==> config.mk <==
export PLATFORM = sky130hd
export DESIGN_NAME = s_axi_lite_regfile
export DESIGN_NICKNAME = d
export VERILOG_FILES = /design/src/rtl/axil_regfile_pkg.sv /design/src/rtl/axil_skid_buffer.sv /design/src/rtl/s_axi_lite_regfile.sv
export SDC_FILE = /design/constraint.sdc
export NUM_CORES = 1
export LEC_CHECK = 0
export CAP_MARGIN = 10
export CORE_AREA = 2 2 441 443
export CTS_BUF_LIST = sky130_fd_sc_hd__clkbuf_4
export CTS_CLUSTER_DIAMETER = 200
export CTS_CLUSTER_SIZE = 8
export DETAILED_ROUTE_END_ITERATION = 8
export DIE_AREA = 0 0 443 445
export GPL_TIMING_DRIVEN = 0
export PLACE_DENSITY = 0.44
export REMOVE_ABC_BUFFERS = 1
export SKIP_CTS_REPAIR_TIMING = 1
export SYNTH_ARGS = -nofsm -noshare
export SYNTH_HDL_FRONTEND = slang
export SYNTH_SLANG_ARGS = --single-unit
==> constraint.sdc <==
create_clock -name S_AXI_ACLK -period 4.55 [get_ports S_AXI_ACLK]
set_clock_uncertainty 0.2 [all_clocks]
set_input_delay 0.91 -clock S_AXI_ACLK [delete_from_list [all_inputs] [get_ports S_AXI_ACLK]]
set_output_delay 0.91 -clock S_AXI_ACLK [all_outputs]
set_load 0.1 [all_outputs]
==> src/rtl/axil_regfile_pkg.sv <==
// rtl/axil_regfile_pkg.sv - shared response codes and address helpers for the AXI4-Lite register file
package axil_regfile_pkg;

  localparam logic [1:0] RESP_OKAY   = 2'b00;
  localparam logic [1:0] RESP_SLVERR = 2'b10;

  function automatic int clog2(input int value);
    int result;
    result = 0;
    while ((1 << result) < value) result++;
    return result;
  endfunction

  // Byte-address bits below the word index for a given bus width.
  function automatic int addr_lsb(input int data_width);
    return clog2(data_width / 8);
  endfunction

endpackage

==> src/rtl/axil_skid_buffer.sv <==
// rtl/axil_skid_buffer.sv - one-entry skid buffer with registered upstream ready
module axil_skid_buffer #(
  parameter int WIDTH = 8
) (
  input  logic             clk,
  input  logic             rst_n,
  input  logic             s_tvalid,
  output logic             s_tready,
  input  logic [WIDTH-1:0] s_tdata,
  output logic             m_tvalid,
  input  logic             m_tready,
  output logic [WIDTH-1:0] m_tdata
);

  logic             full_q, full_d;
  logic             ready_q, ready_d;
  logic [WIDTH-1:0] data_q, data_d;

  always_comb begin
    full_d = full_q;
    data_d = data_q;
    if (full_q) begin
      if (m_tready) full_d = 1'b0;
    end else if (s_tvalid && !m_tready) begin
      full_d = 1'b1;
      data_d = s_tdata;
    end
    ready_d = !full_d;
  end

  always_ff @(posedge clk or negedge rst_n) begin
    if (!rst_n) begin
      full_q  <= 1'b0;
      ready_q <= 1'b1;
      data_q  <= '0;
    end else begin
      full_q  <= full_d;
      ready_q <= ready_d;
      data_q  <= data_d;
    end
  end

  // A held entry always takes priority over the live input.
  assign s_tready = ready_q;
  assign m_tvalid = full_q || s_tvalid;
  assign m_tdata  = full_q ? data_q : s_tdata;

endmodule

==> src/rtl/s_axi_lite_regfile.sv <==
// rtl/s_axi_lite_regfile.sv - AXI4-Lite slave register file with RW storage and RO status slots
// Define AXIL_REGFILE_SLVERR_EN to answer out-of-range accesses and RO writes with SLVERR.
module s_axi_lite_regfile
  import axil_regfile_pkg::*;
#(
  parameter int                C_S_AXI_DATA_WIDTH = 32,
  parameter int                C_S_AXI_ADDR_WIDTH = 8,
  parameter int                N_REGS             = 16,
  parameter logic [N_REGS-1:0] RO_MASK            = '0
) (
  input  logic                                 S_AXI_ACLK,
  input  logic                                 S_AXI_ARESETn,
  input  logic [C_S_AXI_ADDR_WIDTH-1:0]        S_AXI_AWADDR,
  input  logic [2:0]                           S_AXI_AWPROT,
  input  logic                                 S_AXI_AWVALID,
  output logic                                 S_AXI_AWREADY,
  input  logic [C_S_AXI_DATA_WIDTH-1:0]        S_AXI_WDATA,
  input  logic [C_S_AXI_DATA_WIDTH/8-1:0]      S_AXI_WSTRB,
  input  logic                                 S_AXI_WVALID,
  output logic                                 S_AXI_WREADY,
  output logic [1:0]                           S_AXI_BRESP,
  output logic                                 S_AXI_BVALID,
  input  logic                                 S_AXI_BREADY,
  input  logic [C_S_AXI_ADDR_WIDTH-1:0]        S_AXI_ARADDR,
  input  logic [2:0]                           S_AXI_ARPROT,
  input  logic                                 S_AXI_ARVALID,
  output logic                                 S_AXI_ARREADY,
  output logic [C_S_AXI_DATA_WIDTH-1:0]        S_AXI_RDATA,
  output logic [1:0]                           S_AXI_RRESP,
  output logic                                 S_AXI_RVALID,
  input  logic                                 S_AXI_RREADY,
  output logic [N_REGS*C_S_AXI_DATA_WIDTH-1:0] reg_out,
  input  logic [N_REGS*C_S_AXI_DATA_WIDTH-1:0] reg_in,
  output logic [N_REGS-1:0]                    reg_wr
);

  localparam int          DW       = C_S_AXI_DATA_WIDTH;
  localparam int          AW       = C_S_AXI_ADDR_WIDTH;
  localparam int          NB       = DW / 8;
  localparam int          ADDR_LSB = addr_lsb(DW);
  localparam logic [31:0] N_REGS_U = N_REGS;

`ifdef AXIL_REGFILE_SLVERR_EN
  localparam logic SLVERR_EN = 1'b1;
`else
  localparam logic SLVERR_EN = 1'b0;
`endif

  logic          aw_tvalid, w_tvalid, ar_tvalid;
  logic [AW-1:0] aw_addr, ar_addr;
  logic [DW-1:0] w_data;
  logic [NB-1:0] w_strb;
  logic          wr_fire, rd_fire;
  logic [31:0]   aw_idx, ar_idx;
  logic          wr_oor, wr_ro, rd_oor;
  logic [DW-1:0] rd_data;

  logic [N_REGS*DW-1:0] storage_q, storage_d;
  logic [N_REGS-1:0]    reg_wr_q, reg_wr_d;
  logic                 bvalid_q, bvalid_d;
  logic [1:0]           bresp_q, bresp_d;
  logic                 rvalid_q, rvalid_d;
  logic [1:0]           rresp_q, rresp_d;
  logic [DW-1:0]        rdata_q, rdata_d;

  axil_skid_buffer #(.WIDTH(AW)) u_aw_skid (
    .clk      (S_AXI_ACLK),
    .rst_n    (S_AXI_ARESETn),
    .s_tvalid (S_AXI_AWVALID),
    .s_tready (S_AXI_AWREADY),
    .s_tdata  (S_AXI_AWADDR),
    .m_tvalid (aw_tvalid),
    .m_tready (wr_fire),
    .m_tdata  (aw_addr)
  );

  axil_skid_buffer #(.WIDTH(NB + DW)) u_w_skid (
    .clk      (S_AXI_ACLK),
    .rst_n    (S_AXI_ARESETn),
    .s_tvalid (S_AXI_WVALID),
    .s_tready (S_AXI_WREADY),
    .s_tdata  ({S_AXI_WSTRB, S_AXI_WDATA}),
    .m_tvalid (w_tvalid),
    .m_tready (wr_fire),
    .m_tdata  ({w_strb, w_data})
  );

  axil_skid_buffer #(.WIDTH(AW)) u_ar_skid (
    .clk      (S_AXI_ACLK),
    .rst_n    (S_AXI_ARESETn),
    .s_tvalid (S_AXI_ARVALID),
    .s_tready (S_AXI_ARREADY),
    .s_tdata  (S_AXI_ARADDR),
    .m_tvalid (ar_tvalid),
    .m_tready (rd_fire),
    .m_tdata  (ar_addr)
  );

  // A response channel only blocks new work while its beat is actually stuck.
  assign wr_fire = aw_tvalid && w_tvalid && !(bvalid_q && !S_AXI_BREADY);
  assign rd_fire = ar_tvalid && !(rvalid_q && !S_AXI_RREADY);

  assign aw_idx = 32'(aw_addr >> ADDR_LSB);
  assign ar_idx = 32'(ar_addr >> ADDR_LSB);
  assign wr_oor = aw_idx >= N_REGS_U;
  assign rd_oor = ar_idx >= N_REGS_U;

  always_comb begin
    wr_ro   = 1'b0;
    rd_data = '0;
    for (int i = 0; i < N_REGS; i++) begin
      if (aw_idx == 32'(i) && RO_MASK[i]) wr_ro = 1'b1;
      if (ar_idx == 32'(i)) rd_data = RO_MASK[i] ? reg_in[i*DW +: DW] : storage_q[i*DW +: DW];
    end
  end

  always_comb begin
    storage_d = storage_q;
    reg_wr_d  = '0;
    bvalid_d  = bvalid_q;
    bresp_d   = bresp_q;
    rvalid_d  = rvalid_q;
    rresp_d   = rresp_q;
    rdata_d   = rdata_q;

    if (S_AXI_BREADY) bvalid_d = 1'b0;
    if (wr_fire) begin
      bvalid_d = 1'b1;
      bresp_d  = (SLVERR_EN && (wr_oor || wr_ro)) ? RESP_SLVERR : RESP_OKAY;
      for (int i = 0; i < N_REGS; i++) begin
        if (aw_idx == 32'(i) && !RO_MASK[i]) begin
          reg_wr_d[i] = 1'b1;
          for (int b = 0; b < NB; b++) begin
            if (w_strb[b]) storage_d[i*DW + b*8 +: 8] = w_data[b*8 +: 8];
          end
        end
      end
    end

    // rd_data comes from storage_q, so a same-cycle write is not yet visible.
    if (S_AXI_RREADY) rvalid_d = 1'b0;
    if (rd_fire) begin
      rvalid_d = 1'b1;
      rdata_d  = rd_data;
      rresp_d  = (SLVERR_EN && rd_oor) ? RESP_SLVERR : RESP_OKAY;
    end
  end

  always_ff @(posedge S_AXI_ACLK or negedge S_AXI_ARESETn) begin
    if (!S_AXI_ARESETn) begin
      storage_q <= '0;
      reg_wr_q  <= '0;
      bvalid_q  <= 1'b0;
      bresp_q   <= RESP_OKAY;
      rvalid_q  <= 1'b0;
      rresp_q   <= RESP_OKAY;
      rdata_q   <= '0;
    end else begin
      storage_q <= storage_d;
      reg_wr_q  <= reg_wr_d;
      bvalid_q  <= bvalid_d;
      bresp_q   <= bresp_d;
      rvalid_q  <= rvalid_d;
      rresp_q   <= rresp_d;
      rdata_q   <= rdata_d;
    end
  end

  for (genvar i = 0; i < N_REGS; i++) begin : g_reg_out
    assign reg_out[i*DW +: DW] = RO_MASK[i] ? '0 : storage_q[i*DW +: DW];
  end

  assign reg_wr       = reg_wr_q;
  assign S_AXI_BVALID = bvalid_q;
  assign S_AXI_BRESP  = bresp_q;
  assign S_AXI_RVALID = rvalid_q;
  assign S_AXI_RRESP  = rresp_q;
  assign S_AXI_RDATA  = rdata_q;

  logic unused_prot;
  assign unused_prot = ^{S_AXI_AWPROT, S_AXI_ARPROT};

endmodule

==> reports/metrics.yaml, run 1 <==
finish:
  synthToLayoutAreaGrowth_pct: 43.98
  multi_input_area_sq_um: 12120
  fillers: 20960
  drive_above_1_share_pct: 14.13
  ff_latch_area_sq_um: 15430
  final_util_pct: 21.11
  fin_nets: 4069
setup_path:
  start_kind: "flip-flop"
  cp_top_family: "simple AND/OR/NAND/NOR gates"
  crit_type: "flip-flop to flip-flop"
  cp-end-kind: "flip-flop"
  arrival_ns: 5.18
  path_depth: 8
  critical_path_buf_inv_count: 2
  r2r_cells: 8
  path_cells: "buf_16, or3_1, nand2_1, nand3_2, buf_12, o2bb2ai_1, a211o_1, a21oi_2"
  required_ns: 5.21
  slowest_stage: "nand2_1"
  cp_max_fo: 73
  max_stage_delay_ns: 0.89
clock_tree:
  clock_sinks: 616
  worstSkewPairLatency_ns: 1.09
  cts_tree: "built"
  clockRootBuffer: "clkbuf_4"
  h-tree-depth: 3
  numCtsBuffers: 86
  cts.clk_slew.worst_paths_ns: 0.13
  cts_max_path_buffers: 3
pwr:
  power_mw: 37.15
  peakVddDrop_uv: 540.5
  power_density_nw_per_um2: 916.8
  p_leak_nw: 16.14
synth:
  syn_avg_cell_area_sq_um: 9.758
  yosys_register_bits: 616
  yosysWarnings: 0
  ys_async_sr_fraction_pct: 100.0
  ys.flop_type: "dfrtp_1"
  yosys.cell_types.count: 70
  synth-edff-count: 0
  netlist_area_sq_um: 28140
  syn_inst: 2884
  ys_seq_area_share_pct: 54.79
global_route:
  grt_max_degree: 107
  grt_pass1_wl_um: 252600
  grt_pass1_vias: 25660
  grt.overflow.total: 0
  antenna_found_initial: 33
  grt_use_total_pct: 19.01
timing:
  setup-violations-final: 0
  slew_violations: 0
  worst_slack_ns: 0.03520
  fin_crit_ns: 4.515
  rsz0062_at_grt: "no"
  report.final.hold_viol_count: 0
  slew_headroom_pct: 3.731
  finalCritPeriodShare_pct: 99.23
  max_freq_ghz: 0.2215
  tightest_slew_ns: 1.440
floorplanning:
  die-area_sq_um: 197100
  die_w_um: 443
  start_util_pct: 14.66
  ios: 1146
  row_count: 161
  fp.coreArea_sq_um: 192000
  die_h_um: 445
placed_design:
  place_hpwl_um: 149700
  place_ws_ns: -0.6992
  portBuffers: 619
  place_congestion: 0.8273
detailed_routing:
  dr.first_iter.drc_count: 2606
  drc_errors: 0
  viasPerCell: 4.435
  post_drt_wl_per_cell_um: 31.89
  ant_nets: 0
  num_vias: 26880
  wirelength_um: 193300
  drtPass1Iterations: 7
min_path:
  hp-class: "input port to async pin"
run:
  drv_cap: 0
run_status:
  status: "finished clean"
==> through the flow <==
| stage | area [sq um] | hold slack (ns) | cells | setup TNS, ns |
|---|---|---|---|---|
| floorplan | 27040 | 0.2726 | 2642 | 0 |
| global placement | 36400 | 0.2861 | 5787 | - |
| detailed placement | 39430 | 0.2921 | 5924 | -13.72 |
| CTS | 40360 | -0.5280 | 6038 | -0.5537 |
| global route | 40490 | 0.1435 | 6051 | 0 |
| finish | 40520 | 0.2027 | 6061 | 0 |
==> state kept, by name, indices dropped and copies added, names as in the netlist <==
register,count
u_w_skid.s_tready,1
u_w_skid.data_q,36
u_aw_skid.s_tready,1
u_aw_skid.data_q,6
reg_wr,16
S_AXI_RDATA,32
u_ar_skid.full_q,1
u_aw_skid.full_q,1
S_AXI_RVALID,1
S_AXI_BVALID,1
u_w_skid.full_q,1
reg_out,512
u_ar_skid.data_q,6
u_ar_skid.s_tready,1
==> synthesized netlist by cell type, drive strengths merged, types with 5 or more instances <==
cell	count	area, sq um
a222oi	28	280.3
nor2	498	1869
dfrtp	613	15340
nand3	12	60.06
o21ai	230	1151
a31oi	9	56.30
inv	10	37.54
and3b	6	52.55
mux2	61	686.9
a211o	13	113.9
or3	35	219.0
nand2b	8	50.05
a2bb2oi	6	52.55
nor3	74	818.3
or3b	8	70.07
and3	7	43.79
o221a	17	191.4
o221ai	33	289.0
a21boi	5	37.54
a21o	17	127.6
a221oi	14	122.6
o211ai	11	82.58
buf	112	610.6
o211a	8	80.08
nand2	162	610.6
o21bai	17	127.6
o22ai	42	262.8
nor3b	12	90.09
mux2i	45	450.4
a21oi	520	2636
clkbuf	133	499.2
a22oi	26	200.2
nand3b	9	67.56
a211oi	19	147.6
o2bb2ai	16	140.1
==> final cells by class <==
class | instances | area share [%]
Multi-Input combinational cell | 2015 | 29.90
Timing Repair Buffer | 762 | 21.73
Clock inverter | 5 | 0.2656
Tap cell | 2526 | 7.800
Inverter | 11 | 0.1019
Antenna cell | 17 | 0.1050
Clock buffer | 109 | 2.020
Sequential cell | 616 | 38.07
==> cell usage in the layout, fill, tap and decap left out, drive strengths merged, types with 26 or more instances in the layout <==
master / instances
mux2: 61
nand2: 162
a21oi: 520
nor3: 74
o21ai: 230
o221ai: 33
dfrtp: 613
clkbuf: 109
clkdlybuf4s50: 611
nor2: 498
buf: 150
mux2i: 45
a222oi: 28
or3: 35
a22oi: 26
o22ai: 42
==> kinds of logic after synthesis <==
logic type      count (synthesis)  share of synthesized area [%]
simple gates                  840                          14.25
mux                           107                          4.121
other cells                     1                        0.01333
compound gates               1064                          22.73
flops                         616                          54.79
buf+inv                       256                          4.090
==> metal layers <==
| metal | share of wire (%) | vias up | global-route usage, % |
|---|---|---|---|
| met5 | 0.024 | - | 0 |
| met4 | 4.9 | 8 | 8.149 |
| met3 | 8.5 | 281 | 5.831 |
| met2 | 43 | 1303 | 28.62 |
| met1 | 43 | 13640 | 25.01 |
| li1 | - | 11650 | - |
==> report_power, final <==
group,total (mW),switching (mW),internal [mW]
combinational,24.2,18.8,5.38
sequential,9.46,2.08,7.38
clock,3.50,2.25,1.26
total,37.1,23.1,14.0
==> path summary, 6_finish.rpt <==
| check | from | endpoint | slack (ns) |
|---|---|---|---|
| max in group asynchronous | S_AXI_ARESETn | reg_out[311] | 1.81 |
| hold / removal | S_AXI_ARESETn | u_w_skid.data_q[11] | 0.20 |
| setup / recovery | u_ar_skid.full_q | S_AXI_RDATA[23] | 0.04 |
| min in group S_AXI_ACLK | S_AXI_ARADDR[2] | u_ar_skid.data_q[2] | 0.27 |
| setup reg to reg | u_ar_skid.full_q | S_AXI_RDATA[23] | 0.04 |
| hold reg to reg | u_aw_skid.data_q[7] | u_aw_skid.data_q[7] | 0.31 |
Power figures use the tool's default switching activity.
==> run 2, diff against run 1 <==
- SETUP_SLACK_MARGIN: unset -> 0.1
==> run 2 against run 1 <==
Effect of this change:
- combinational power barely moved
- sequential cell count did not move
- count of clock-buffer cells in the layout did not move
- via count rose by 0.60%
- sequential power barely moved
- clock power barely moved
- wire length barely moved
- largest cell class unchanged
- largest power group unchanged
==> reports/metrics.yaml, run 2 (same netlist as run 1, synthesis figures left out) <==
setup_path:
  required_ns: 5.22  # about the same
  start_kind: "flip-flop"
  cp-end-kind: "flip-flop"
  cp_max_fo: 20  # -73%
  crit_type: "flip-flop to flip-flop"
  arrival_ns: 5.01  # -0.17 ns
placed_design:
  dp.cells: 5924  # unchanged
  place_hpwl_um: 149700  # unchanged
  place_congestion: 0.8273  # unchanged
  placed_area_sq_um: 39430  # unchanged
  portBuffers: 619  # unchanged
finish:
  final_cell_mix: "clkdlybuf4s50_1 (611), dfrtp_1 (610), a21oi_1 (508)"
  fin_nets: 4070  # +0.025%
  final_cell_area_sq_um: 40540  # about the same
  drive_above_1_share_pct: 14.21  # +0.081 points
  synthToLayoutAreaGrowth_pct: 44.05  # about the same
  final_util_pct: 21.12  # about the same
  largest_reg_flops: 512  # unchanged
  fillers: 20950  # -0.038%
  final_common_cell: "clkdlybuf4s50_1"
  finalNonFillerCells: 6060  # -0.016%
detailed_routing:
  viasPerCell: 4.462  # +0.61%
  drc_errors: 0  # unchanged
  dr.first_iter.drc_count: 2573  # -1.3%
  wirelength_um: 193500  # about the same
  num_vias: 27040  # +0.60%
  post_drt_wl_per_cell_um: 31.92  # about the same
  drtPass1Iterations: 7  # unchanged
  ant_nets: 0  # unchanged
clock_tree:
  clock_sinks: 616  # unchanged
  cts_max_path_buffers: 3  # unchanged
  cts_tree: "built"
  numCtsBuffers: 86  # unchanged
  cts.clk_slew.worst_paths_ns: 0.13  # about the same
  clockRootBuffer: "clkbuf_4"
  worstSkewPairLatency_ns: 1.10  # about the same
  h-tree-depth: 3  # unchanged
floorplanning:
  fp.coreArea_sq_um: 192000  # unchanged
  die-area_sq_um: 197100  # unchanged
  start_util_pct: 14.66  # unchanged
  die_w_um: 443  # unchanged
  ios: 1146  # unchanged
  die_h_um: 445  # unchanged
  row_count: 161  # unchanged
pwr:
  power_mw: 37.16  # about the same
  peakVddDrop_uv: 540.6  # about the same
  p_leak_nw: 16.15  # about the same
  power_density_nw_per_um2: 916.7  # about the same
timing:
  max_freq_ghz: 0.2301  # +3.9%
  fin_crit_ns: 4.345  # -0.1694 ns
  tightest_slew_ns: 1.400  # -0.03995 ns
  rsz0062_at_grt: "no"
  setup-violations-final: 0  # unchanged
  slew_headroom_pct: 6.403  # +2.7 points
  report.final.hold_viol_count: 0  # unchanged
  slew_violations: 0  # unchanged
  finalCritPeriodShare_pct: 95.50  # -3.7 points
global_route:
  grt.overflow.total: 0  # unchanged
  grt_use_total_pct: 19.01  # unchanged
  antenna_found_initial: 33  # unchanged
  grt_pass1_wl_um: 252600  # unchanged
  grt_pass1_vias: 25660  # unchanged
  grt_max_degree: 107  # unchanged
run:
  drv_cap: 0  # unchanged
run_status:
  status: "finished clean"
min_path:
  hp-class: "input port to async pin"
run 2: changes by cell type in the layout (fill, tap and decap cells not counted):
cell	previous run	this run
o2bb2ai_1	16	15
diode_2	17	15
buf_4	4	5
o2bb2ai_2	0	1
nand2_4	3	2
nand2_1	148	147
nand2_2	10	11
nand2_8	1	2
run 2: final cells by class:
class / count / area, sq um / share of cell area, %
inverters: 11 / 41.29 / 0.1019
well taps: 2526 / 3161 / 7.796
flip-flops and latches: 616 / 15430 / 38.06
multi-input cells: 2015 / 12130 / 29.93
clock inverters: 5 / 107.6 / 0.2654
clock buffers: 109 / 818.3 / 2.019
repair buffers: 763 / 8812 / 21.74
diodes: 15 / 37.54 / 0.09259
run 2: final timing paths:
path | startpoint | to | slack (ns) | depth (start not counted)
max | u_ar_skid.data_q[3] | S_AXI_RDATA[20] | 0.20 | 9
min | S_AXI_ARESETn | u_w_skid.data_q[11] | 0.20 | 2
max reg2reg | u_ar_skid.data_q[3] | S_AXI_RDATA[20] | 0.20 | 9
min reg2reg | u_aw_skid.data_q[7] | u_aw_skid.data_q[7] | 0.31 | 1
max in group asynchronous | S_AXI_ARESETn | reg_out[400] | 1.78 | 5
min in group S_AXI_ACLK | S_AXI_ARADDR[2] | u_ar_skid.data_q[2] | 0.24 | 4
run 2: metal layers:
layer | track usage (%) | vias up | share of wire [%]
met1 | 25.01 | 13720 | 43
met2 | 28.62 | 1375 | 43
li1 | - | 11640 | -
met5 | 0 | - | 0.024
met3 | 5.831 | 304 | 8.6
met4 | 8.149 | 8 | 5.0
run 2: metrics by stage:
step	hold slack [ns]	TNS, ns	setup WS, ns
floorplan	0.2726	0	0.1601
global placement	0.2861	-	-28.65
detailed placement	0.2921	-13.72	-0.6992
CTS	-0.5280	-0.5537	-0.2569
global route	0.1426	0	0.1016
finish	0.2013	0	0.2046
run 2: critical path, cell delays in order, from the launching register on:
cell,delay (ns)
dfrtp_2,0.81
buf_16,0.24
nand3b_1,0.38
buf_8,0.22
buf_8,0.16
nand2_4,0.27
a222oi_1,1.01
o21ai_0,0.27
a211oi_1,0.31
o22ai_1,0.12
run 2: power by group:
group | switching [mW] | internal [mW] | total (mW) | leakage (nW)
Clock | 2.24 | 1.26 | 3.50 | 0.552
Sequential | 2.09 | 7.38 | 9.48 | 8.13
Combinational | 18.8 | 5.39 | 24.2 | 7.47
Total | 23.1 | 14.0 | 37.2 | 16.2
